**config.mk**
```make
export PLATFORM = sky130hd
export DESIGN_NAME = oled_init_seq_flat
export DESIGN_NICKNAME = d
export VERILOG_FILES = /design/src/rtl/oled_init_seq_if.sv /design/src/rtl/oled_init_seq.sv /design/src/flat_wrapper.sv
export SDC_FILE = /design/constraint.sdc
export NUM_CORES = 1
export LEC_CHECK = 0
export BUFFER_PORTS_ARGS = -buffer_cell sky130_fd_sc_hd__buf_2
export CAP_MARGIN = 20
export CORE_ASPECT_RATIO = 0.5
export CORE_MARGIN = 4
export CORE_UTILIZATION = 40
export DETAILED_ROUTE_END_ITERATION = 10
export GPL_ROUTABILITY_DRIVEN = 0
export PLACE_DENSITY_LB_ADDON = 0.08
export SYNTH_ARGS = -nofsm -noshare
export SYNTH_HDL_FRONTEND = slang
export SYNTH_SLANG_ARGS = --single-unit
```
**constraint.sdc**
```tcl
create_clock -name clock -period 3.1 [get_ports clock]
set_input_delay 0 -clock clock [delete_from_list [all_inputs] [get_ports clock]]
set_output_delay 0 -clock clock [all_outputs]
set_load 0.02 [all_outputs]
```
**src/rtl/oled_init_seq_if.sv**
```systemverilog
// Handshake bundle between the OLED power-up sequencer, its delay generator
// and its SPI byte shifter.
interface oled_init_seq_if;
    logic       delay_en;
    logic       delay_done;
    logic       spi_send;
    logic [7:0] spi_data;
    logic       spi_done;

    modport master (
        output delay_en,
        input  delay_done,
        output spi_send,
        output spi_data,
        input  spi_done
    );

    modport slave (
        input  delay_en,
        output delay_done,
        input  spi_send,
        input  spi_data,
        output spi_done
    );
endinterface

```
**src/rtl/oled_init_seq.sv**
```systemverilog
// OLED panel power-up sequencer: walks a fixed table of rail/reset pin moves,
// delay intervals and SPI command bytes, then parks in DONE until reset.
module oled_init_seq #(
    parameter int unsigned VBAT_DELAYS = 50
) (
    input  logic clock,
    input  logic reset_n,
    input  logic start,
    oled_init_seq_if.master bus,
    output logic oled_dc,
    output logic oled_res_n,
    output logic oled_vdd_n,
    output logic oled_vbat_n,
    output logic busy,
    output logic init_done
);

    typedef enum logic [2:0] {
        IDLE, FETCH, DLY_WAIT, DLY_GAP, SPI_WAIT, SPI_GAP, DONE
    } state_t;

    typedef enum logic [2:0] {
        OP_VDD_ON, OP_RES_LO, OP_RES_HI, OP_VBAT_ON, OP_DELAY, OP_SEND, OP_FINISH
    } op_t;

    state_t     state_q, state_d;
    logic [4:0] step_q, step_d;
    logic [6:0] rep_q, rep_d;
    logic       delay_en_q, delay_en_d;
    logic       spi_send_q, spi_send_d;
    logic [7:0] spi_data_q, spi_data_d;
    logic       res_n_q, res_n_d;
    logic       vdd_n_q, vdd_n_d;
    logic       vbat_n_q, vbat_n_d;
    logic       busy_q, busy_d;
    logic       done_q, done_d;

    op_t        op;
    logic [7:0] op_byte;
    logic [6:0] op_reps;

    // Step table: what the current step asks for. Repeat counts are "extra
    // intervals after the first", so a single interval loads zero.
    always_comb begin
        op      = OP_FINISH;
        op_byte = '0;
        op_reps = '0;
        case (step_q)
            5'd0:  op = OP_VDD_ON;
            5'd1:  op = OP_DELAY;
            5'd2:  begin op = OP_SEND; op_byte = 8'hAE; end
            5'd3:  op = OP_RES_LO;
            5'd4:  op = OP_DELAY;
            5'd5:  op = OP_RES_HI;
            5'd6:  op = OP_DELAY;
            5'd7:  begin op = OP_SEND; op_byte = 8'h8D; end
            5'd8:  begin op = OP_SEND; op_byte = 8'h14; end
            5'd9:  begin op = OP_SEND; op_byte = 8'hD9; end
            5'd10: begin op = OP_SEND; op_byte = 8'hF1; end
            5'd11: op = OP_VBAT_ON;
            5'd12: begin op = OP_DELAY; op_reps = 7'(VBAT_DELAYS - 1); end
            5'd13: begin op = OP_SEND; op_byte = 8'hA1; end
            5'd14: begin op = OP_SEND; op_byte = 8'hC8; end
            5'd15: begin op = OP_SEND; op_byte = 8'hDA; end
            5'd16: begin op = OP_SEND; op_byte = 8'h20; end
            5'd17: begin op = OP_SEND; op_byte = 8'hAF; end
            default: op = OP_FINISH;
        endcase
    end

    // Next-state and next-output logic; every output is produced as the
    // next value of its own register so nothing combinational reaches a pin.
    always_comb begin
        state_d    = state_q;
        step_d     = step_q;
        rep_d      = rep_q;
        delay_en_d = delay_en_q;
        spi_send_d = spi_send_q;
        spi_data_d = spi_data_q;
        res_n_d    = res_n_q;
        vdd_n_d    = vdd_n_q;
        vbat_n_d   = vbat_n_q;
        busy_d     = busy_q;
        done_d     = done_q;
        case (state_q)
            IDLE: begin
                if (start) begin
                    busy_d  = 1'b1;
                    step_d  = '0;
                    state_d = FETCH;
                end
            end
            FETCH: begin
                case (op)
                    OP_VDD_ON:  begin vdd_n_d  = 1'b0; step_d = step_q + 5'd1; end
                    OP_RES_LO:  begin res_n_d  = 1'b0; step_d = step_q + 5'd1; end
                    OP_RES_HI:  begin res_n_d  = 1'b1; step_d = step_q + 5'd1; end
                    OP_VBAT_ON: begin vbat_n_d = 1'b0; step_d = step_q + 5'd1; end
                    OP_DELAY: begin
                        rep_d      = op_reps;
                        delay_en_d = 1'b1;
                        state_d    = DLY_WAIT;
                    end
                    OP_SEND: begin
                        spi_data_d = op_byte;
                        spi_send_d = 1'b1;
                        state_d    = SPI_WAIT;
                    end
                    default: begin
                        busy_d  = 1'b0;
                        done_d  = 1'b1;
                        state_d = DONE;
                    end
                endcase
            end
            DLY_WAIT: begin
                if (bus.delay_done) begin
                    delay_en_d = 1'b0;
                    state_d    = DLY_GAP;
                end
            end
            DLY_GAP: begin
                if (rep_q != '0) begin
                    rep_d      = rep_q - 7'd1;
                    delay_en_d = 1'b1;
                    state_d    = DLY_WAIT;
                end else begin
                    step_d  = step_q + 5'd1;
                    state_d = FETCH;
                end
            end
            SPI_WAIT: begin
                if (bus.spi_done) begin
                    spi_send_d = 1'b0;
                    state_d    = SPI_GAP;
                end
            end
            SPI_GAP: begin
                if (!bus.spi_done) begin
                    step_d  = step_q + 5'd1;
                    state_d = FETCH;
                end
            end
            DONE: begin
            end
            default: state_d = IDLE;
        endcase
    end

    // State, counters and output registers with asynchronous reset.
    always_ff @(posedge clock or negedge reset_n) begin
        if (!reset_n) begin
            state_q    <= IDLE;
            step_q     <= '0;
            rep_q      <= '0;
            delay_en_q <= 1'b0;
            spi_send_q <= 1'b0;
            spi_data_q <= '0;
            res_n_q    <= 1'b1;
            vdd_n_q    <= 1'b1;
            vbat_n_q   <= 1'b1;
            busy_q     <= 1'b0;
            done_q     <= 1'b0;
        end else begin
            state_q    <= state_d;
            step_q     <= step_d;
            rep_q      <= rep_d;
            delay_en_q <= delay_en_d;
            spi_send_q <= spi_send_d;
            spi_data_q <= spi_data_d;
            res_n_q    <= res_n_d;
            vdd_n_q    <= vdd_n_d;
            vbat_n_q   <= vbat_n_d;
            busy_q     <= busy_d;
            done_q     <= done_d;
        end
    end

    assign bus.delay_en = delay_en_q;
    assign bus.spi_send = spi_send_q;
    assign bus.spi_data = spi_data_q;
    assign oled_dc      = 1'b0;
    assign oled_res_n   = res_n_q;
    assign oled_vdd_n   = vdd_n_q;
    assign oled_vbat_n  = vbat_n_q;
    assign busy         = busy_q;
    assign init_done    = done_q;

endmodule
```
**src/flat_wrapper.sv**
```systemverilog
// flat-port wrapper written by rule: the top's interface ports become plain ports
module oled_init_seq_flat 
#(
    parameter int unsigned VBAT_DELAYS = 50
)
  (clock, reset_n, start, oled_dc, oled_res_n, oled_vdd_n, oled_vbat_n, busy, init_done, bus_delay_en, bus_delay_done, bus_spi_send, bus_spi_data, bus_spi_done);
  oled_init_seq_if bus_i ();
  input  logic clock;
  input  logic reset_n;
  input  logic start;
  output logic oled_dc;
  output logic oled_res_n;
  output logic oled_vdd_n;
  output logic oled_vbat_n;
  output logic busy;
  output logic init_done;
  output wire logic [$bits(bus_i.delay_en)-1:0] bus_delay_en;
  input wire logic [$bits(bus_i.delay_done)-1:0] bus_delay_done;
  output wire logic [$bits(bus_i.spi_send)-1:0] bus_spi_send;
  output wire logic [$bits(bus_i.spi_data)-1:0] bus_spi_data;
  input wire logic [$bits(bus_i.spi_done)-1:0] bus_spi_done;
  assign bus_delay_en = bus_i.delay_en;
  assign bus_i.delay_done = bus_delay_done;
  assign bus_spi_send = bus_i.spi_send;
  assign bus_spi_data = bus_i.spi_data;
  assign bus_i.spi_done = bus_spi_done;
  oled_init_seq #(.VBAT_DELAYS(VBAT_DELAYS)) u_core (.clock(clock), .reset_n(reset_n), .start(start), .bus(bus_i), .oled_dc(oled_dc), .oled_res_n(oled_res_n), .oled_vdd_n(oled_vdd_n), .oled_vbat_n(oled_vbat_n), .busy(busy), .init_done(init_done));
endmodule
```
==> qor.yml, run 1 <==
detailed_routing:
  wl_per_cell_um: 16.9
  wl_mm: 5.60
  route.vias.total: 1939
  wl_met1_mm: 2.78
  firstDrtPassIters: 4
  drtIter0Drc: 122
  drc: 0
  drtAntennaViolNets: 0
  routed-wl-met3_um: 199
  avgViaCountPerCell: 5.84
  dr_wl_met2_mm: 2.60
  maxUsedRoutingLayer: "met4"
global_routing:
  grt_max_degree: 31
  overflow: 0
  grt_util_all_layers_pct: 17.3
  grt_first_pass_wirelength_mm: 9.22
  antenna_found_initial: 0
  grt_pass1_vias: 1846
logic_synthesis:
  yosysMostFrequentCell: "dfrtp_1"
  synth-edff-count: 0
  synth_area_leaders: "dfrtp_1 31%, mux2_2 5.2%, a21oi_1 4.4%, ha_1 4.0%, dfstp_2 3.6%"
  synth_top_area_share_pct: 31.0
  syn_nets: 255
  synth-seq-cells: 30
  syn_area_mm2: 0.00218
  synthArstFlopShare_pct: 100
  synth_cell_types: 65
  syn-instance-count: 243
  ys.flop_type: "dfrtp_1"
  synth_common_cells: "27 x dfrtp_1, 19 x a21oi_1, 16 x nand2_1, 16 x nor2_1, 13 x o21ai_0"
  yosysWarnings: 0
  avgSynthCellArea_um2: 8.97
  synth_top_area_cell: "dfrtp_1"
  ys_seq_area_share_pct: 34.6
clocking:
  post_cts_buffers: 0
  clockRootBuffer: "clkbuf_8"
  cts_buffers: 5
  cts_tree: "built"
  clock-sinks: 30
  clock_path_buffers: 2
  htree_levels: 2
  clkTransAtPathRegs_ns: 0.07
  clkLatencyLatePin_ns: 0.28
setup_path:
  crit_chain: "ha_1 > and3_1 > ha_1 > a311oi_4 > nand4_2 > a21oi_1 > o221a_2"
  critPathLaunchType: "register"
  worstPathMaxFanout: 9
  ff2ff_setup_slack_ns: 0.36
  crit_end: "u_core.rep_q[0]$_DFFE_PN0P_"
  crit_slowest_cell: "a21oi_1"
  crit_path_end_kind: "register"
  ff2ff_path_depth: 7
  max_stage_delay_ns: 0.47
  startpoint: "u_core.step_q[0]$_DFFE_PN0P_"
  reg2reg_from: "u_core.step_q[0]$_DFFE_PN0P_"
  required_ns: 3.32
  crit_cells: 7
  arrival_ns: 2.96
  crit_top_cell: "ha_1"
  cp_top_family: "compound AO/OA/AOI/OAI gates"
  critPathBufInv: 0
  rr_endpoint: "u_core.rep_q[0]$_DFFE_PN0P_"
  path_class: "register to register"
finish:
  multi_input_area_mm2: 0.00129
  regArea_um2: 754
  areaGrowthSynthToFinish_pct: 10.6
  drive_gt1_share_pct: 21.4
  design_area_mm2: 0.00241
  num_antenna_cells: 0
  final.fill_count: 519
  nets: 274
worst_hold_path:
  hold_depth: 4
  min_path_type: "input pin to register"
flow_run:
  drv_cap: 0
floorplan:
  initial_core_util_pct: 42.8
  die-area_mm2: 0.00677
  io-pin-count: 21
  die_w_um: 112
  row_count: 18
  die_h_um: 60.2
  core_area_mm2: 0.00509
power_and_ir_drop:
  pwr-share-clk_pct: 13.0
  p_sw_mw: 1.14
  p_leak_nw: 1.04
  p_seq_share_pct: 29.7
  total_power_mw: 2.35
  power_density_mw_per_mm2: 977
  p_int_mw: 1.22
  ir_worst_vdd_v: 0.000343
  swShare_pct: 48.3
  p_comb_share_pct: 57.3
timing:
  worstMarginPinSlew_ns: 0.734
  rsz0062_at_grt: "no"
  drv_slew: 0
  skew_ns: 0.0109
  setup_slack_ns: 0.359
  finalCritPeriodShare_pct: 88.4
  setup_tns_ns: 0
  hold_violations: 0
  maxSlewHeadroom_pct: 51.1
  clock.fmax_ghz: 0.365
  fin_crit_ns: 2.74
  setup_viol: 0
placed_design:
  dpl_worst_slack_ns: 0.375
  dp_hpwl_mm: 3.92
  dpl_cell_area_mm2: 0.00232
  io_buffers: 19
outcome:
  status: "complete, no violations"
[how the worst min path moves through the flow]
stage / startpoint / endpoint / slack [ns]
2_1_floorplan: reset_n / u_core.bus.delay_en$_DFFE_PN0P_ / -0.30
3_3_place_gp: reset_n / u_core.bus.spi_data[6]$_DFFE_PN0P_ / 0.09
3_5_place_dp: reset_n / u_core.bus.spi_data[6]$_DFFE_PN0P_ / 0.09
4_1_cts: bus_delay_done / u_core.bus.delay_en$_DFFE_PN0P_ / 0.08
5_1_grt: bus_delay_done / u_core.bus.delay_en$_DFFE_PN0P_ / 0.12
6_report: bus_delay_done / u_core.bus.delay_en$_DFFE_PN0P_ / 0.09
[routing by layer]
layer,up-vias,global-route usage [%]
met5,-,0
met4,0,3.08
met3,2,4.55
met2,33,27.9
met1,962,23.8
li1,942,-
[worst register-to-register path: stages, from the launching register on]
cell and delay [ns]:
dfrtp_1 0.42, ha_1 0.33, and3_1 0.23, ha_1 0.26, a311oi_4 0.36, nand4_2 0.33
a21oi_1 0.47, o221a_2 0.28
[cell usage in the layout, fill, tap and decap left out, types with 3 or more instances in the layout]
master,instances
clkbuf_8,5
o21ai_0,13
a31o_2,3
ha_1,7
o22ai_1,4
a21oi_1,19
dfrtp_1,27
nor3_1,8
mux2_2,10
dfstp_2,3
nor2b_1,7
nor2_1,16
nand2b_1,5
and3_1,5
nand2_1,16
buf_4,6
a31oi_1,4
nand3_1,9
a21o_1,4
buf_2,19
inv_1,12
[sequential cells by signal, summed over array words and instances (netlist names)]
name                 flops
u_core.bus.delay_en      1
u_core.bus.spi_data      8
u_core.bus.spi_send      1
u_core.busy              1
u_core.init_done         1
u_core.oled_res_n        1
u_core.oled_vbat_n       1
u_core.oled_vdd_n        1
u_core.rep_q             7
u_core.state_q           3
u_core.step_q            5
[power groups by stage]
stage          logic (mW)  registers (mW)  clock network (mW)
3_3_place_gp         1.32           0.696                   0
4_1_cts              1.35           0.698               0.316
3_5_place_dp         1.34           0.704                   0
5_1_grt              1.49           0.722               0.338
6_report             1.35           0.700               0.306
2_1_floorplan       0.978           0.720                   0
[final cells by class]
cell class	count	share of cell area (%)
clock buffer	7	3.17
sequential	30	31.3
multi-input combinational	186	53.6
inverter	13	2.02
tap	70	3.63
timing repair buffer	26	6.23
[through the flow]
step	instances	util, %	hold slack, ns
6_report	332	47.3	0.0920
5_1_grt	332	47.3	0.116
4_1_cts	332	47.3	0.0780
3_5_place_dp	324	45.6	0.0949
3_3_place_gp	324	45.6	0.0930
2_1_floorplan	243	-	-0.296
[repair_timing]
item / in CTS / in global routing
endpoints found under the hold margin: 27 / 0
resized for setup: 0 / 0
hold buffers: 1 / 0
[logic make-up (layout without fill, tap and decap cells)]
family / count (synthesis) / in the layout / synth area share, %
other cells: 1 / 1 / 0.172
compound gates: 80 / 80 / 27.3
simple gates: 86 / 86 / 21.7
mux: 12 / 12 / 6.09
buf+inv: 27 / 46 / 6.08
flops: 30 / 30 / 34.6
fa+ha+maj: 7 / 7 / 4.02
(Power assumes the default switching activity.)
==> inputs of run 2 (changes only) <==
--- a/config.mk
+++ b/config.mk
@@ -7,9 +7,11 @@
 export LEC_CHECK = 0
 export BUFFER_PORTS_ARGS = -buffer_cell sky130_fd_sc_hd__buf_2
 export CAP_MARGIN = 20
+export CELL_PAD_IN_SITES_DETAIL_PLACEMENT = 0
+export CELL_PAD_IN_SITES_GLOBAL_PLACEMENT = 1
 export CORE_ASPECT_RATIO = 0.5
 export CORE_MARGIN = 4
-export CORE_UTILIZATION = 40
+export CORE_UTILIZATION = 45
 export DETAILED_ROUTE_END_ITERATION = 10
 export GPL_ROUTABILITY_DRIVEN = 0
 export PLACE_DENSITY_LB_ADDON = 0.08
==> run 2 against run 1 <==
Effect of this change: hold slack lost 0.013 ns; first-iteration DRC count fell by 11%; via count shrank 1.8%; non-clock buffer count rose by 1; global-route usage up 1.4 points; critical path depth did not move; cell area is 1.5% higher; clock power grew 25%; sequential power is 4.7% higher.
==> qor.yml, run 2 (same netlist as run 1, synthesis figures left out) <==
outcome:
  status: "complete, no violations"  # unchanged
timing:
  hold_violations: 0  # unchanged
  drv_slew: 0  # unchanged
  maxSlewHeadroom_pct: 53.2  # was 51.1%
  fin_crit_ns: 2.68  # was 2.74 ns
  setup_slack_ns: 0.420  # was 0.359 ns
  setup_viol: 0  # unchanged
  clock.fmax_ghz: 0.373  # was 0.365 GHz
  skew_ns: 0.00838  # was 0.0109 ns
  worstMarginPinSlew_ns: 0.703  # was 0.734 ns
  setup_tns_ns: 0  # unchanged
  finalCritPeriodShare_pct: 86.5  # was 88.4%
  whs_ns: 0.0790  # was 0.0920 ns
  rsz0062_at_grt: "no"  # unchanged
setup_path:
  crit_top_cell: "a211oi_4"  # was ha_1
  crit_slowest_cell: "a211oi_4"  # was a21oi_1
  path_class: "register to register"  # unchanged
  required_ns: 3.26  # was 3.32 ns
  critPathLaunchType: "register"  # unchanged
  rr_endpoint: "u_core.bus.spi_data[6]$_DFFE_PN0P_"  # was u_core.rep_q[0]$_DFFE_PN0P_
  crit_path_end_kind: "register"  # unchanged
  critPathBufInv: 1  # was 0
  reg2reg_from: "u_core.step_q[0]$_DFFE_PN0P_"  # unchanged
  crit_chain: "inv_1 > ha_1 > o21bai_1 > a211oi_4 > nand2_1 > a211oi_4 > mux2_2"  # was ha_1 > and3_1 > ha_1 > a311oi_4 > nand4_2 > a21oi_1 > o221a_2
  cp_top_family: "compound AO/OA/AOI/OAI gates"  # unchanged
  ff2ff_path_depth: 7  # unchanged
  ff2ff_setup_slack_ns: 0.42  # was 0.36 ns
  worstPathMaxFanout: 11  # was 9
  max_stage_delay_ns: 0.53  # was 0.47 ns
  arrival_ns: 2.84  # was 2.96 ns
finish:
  nets: 275  # was 274
  num_antenna_cells: 0  # unchanged
  design_area_mm2: 0.00245  # was 0.00241 mm²
  final_core_util_pct: 54.0  # was 47.3%
  drive_gt1_share_pct: 22.7  # was 21.4%
  multi_input_area_mm2: 0.00129  # unchanged
  final_cells: 330  # was 332
  regArea_um2: 754  # unchanged
  final.fill_count: 460  # was 519
  final_common_cell: "dfrtp_1"  # unchanged
  largest_reg_flops: 8  # unchanged
  mostFrequentLayoutCells: "27 x dfrtp_1, 19 x a21oi_1, 19 x buf_2"  # unchanged
  areaGrowthSynthToFinish_pct: 12.2  # was 10.6%
placed_design:
  dpl_cell_area_mm2: 0.00233  # was 0.00232 mm²
  placed_cells: 321  # was 324
  dpl_worst_slack_ns: 0.424  # was 0.375 ns
  dp_hpwl_mm: 3.82  # was 3.92 mm
  io_buffers: 19  # unchanged
global_routing:
  antenna_found_initial: 0  # unchanged
  grt_pass1_vias: 1867  # was 1846
  grt_max_degree: 31  # unchanged
  grt_first_pass_wirelength_mm: 9.20  # was 9.22 mm
  overflow: 0  # unchanged
  grt_util_all_layers_pct: 18.6  # was 17.3%
clocking:
  htree_levels: 2  # unchanged
  clockRootBuffer: "clkbuf_8"  # unchanged
  cts_tree: "built"  # unchanged
  clock_path_buffers: 2  # unchanged
  cts_buffers: 5  # unchanged
  clock-sinks: 30  # unchanged
  cts_resized: 0  # unchanged
  clkLatencyLatePin_ns: 0.28  # about the same
  clkTransAtPathRegs_ns: 0.07  # about the same
floorplan:
  core_area_mm2: 0.00453  # was 0.00509 mm²
  die_h_um: 57.2  # was 60.2 µm
  die-area_mm2: 0.00609  # was 0.00677 mm²
  initial_core_util_pct: 48.1  # was 42.8%
  row_count: 17  # was 18
  io-pin-count: 21  # unchanged
  die_w_um: 106  # was 112 µm
power_and_ir_drop:
  p_sw_mw: 1.13  # was 1.14 mW
  p_leak_nw: 1.06  # was 1.04 nW
  ir_worst_vdd_v: 0.000454  # was 0.000343 V
  p_seq_share_pct: 30.2  # was 29.7%
  total_power_mw: 2.42  # was 2.35 mW
  power_density_mw_per_mm2: 991  # was 977 mW/mm²
  p_comb_share_pct: 54.1  # was 57.3%
  p_int_mw: 1.30  # was 1.22 mW
  swShare_pct: 46.6  # was 48.3%
  pwr-share-clk_pct: 15.7  # was 13.0%
detailed_routing:
  wl_per_cell_um: 16.2  # was 16.9 µm
  drtAntennaViolNets: 0  # unchanged
  wl_mm: 5.33  # was 5.60 mm
  route.vias.total: 1905  # was 1939
  firstDrtPassIters: 4  # unchanged
  drtIter0Drc: 108  # was 122
  avgViaCountPerCell: 5.77  # was 5.84
  drc: 0  # unchanged
worst_hold_path:
  whs_endpoint: "u_core.bus.delay_en$_DFFE_PN0P_"  # unchanged
  worstHoldStart: "bus_delay_done"  # unchanged
  hold_depth: 4  # unchanged
  min_path_type: "input pin to register"  # unchanged
flow_run:
  drv_cap: 0  # unchanged
## run 2: per-layer routing
layer / track usage, % / vias up / part of all wire [%]
met4: 2.91 / 0 / 0.60
met2: 29.3 / 31 / 46
li1: - / 943 / -
met3: 4.41 / 4 / 4.0
met1: 26.7 / 927 / 49
met5: 0 / - / 0
## run 2: final cells by class
cell class	instances	share of cell area, %
clock buffers	8	4.50
well taps	66	3.38
flip-flops and latches	30	30.8
multi-input cells	186	52.8
repair buffers	27	6.44
inverters	13	1.99
## run 2: worst max-delay path by stage
stage	endpoint	cells after the start	startpoint
2_1_floorplan	u_core.bus.spi_data[0]$_DFFE_PN0P_	8	u_core.step_q[3]$_DFFE_PN0P_
3_3_place_gp	u_core.rep_q[0]$_DFFE_PN0P_	7	u_core.step_q[1]$_DFFE_PN0P_
3_5_place_dp	u_core.bus.spi_data[5]$_DFFE_PN0P_	7	u_core.step_q[0]$_DFFE_PN0P_
4_1_cts	u_core.bus.spi_data[5]$_DFFE_PN0P_	7	u_core.step_q[0]$_DFFE_PN0P_
5_1_grt	u_core.bus.spi_data[4]$_DFFE_PN0P_	7	u_core.step_q[0]$_DFFE_PN0P_
6_report	u_core.bus.spi_data[6]$_DFFE_PN0P_	7	u_core.step_q[0]$_DFFE_PN0P_
## run 2: timing repair
action,CTS,global route
hold buffers,1,0
setup buffers,0,0
hold endpoints to repair,27,0
## run 2: tightest hold or removal path, stage by stage
cell	delay (ns)
buf_2	0.11
nand2_1	0.05
a21oi_1	0.06
o22ai_1	0.10
## run 2: power groups by stage
stage | clock network [mW] | logic, mW | registers [mW]
detailed placement | 0 | 1.31 | 0.736
floorplan | 0 | 0.978 | 0.720
global placement | 0 | 1.29 | 0.724
global route | 0.407 | 1.47 | 0.763
CTS | 0.390 | 1.32 | 0.730
finish | 0.381 | 1.31 | 0.733
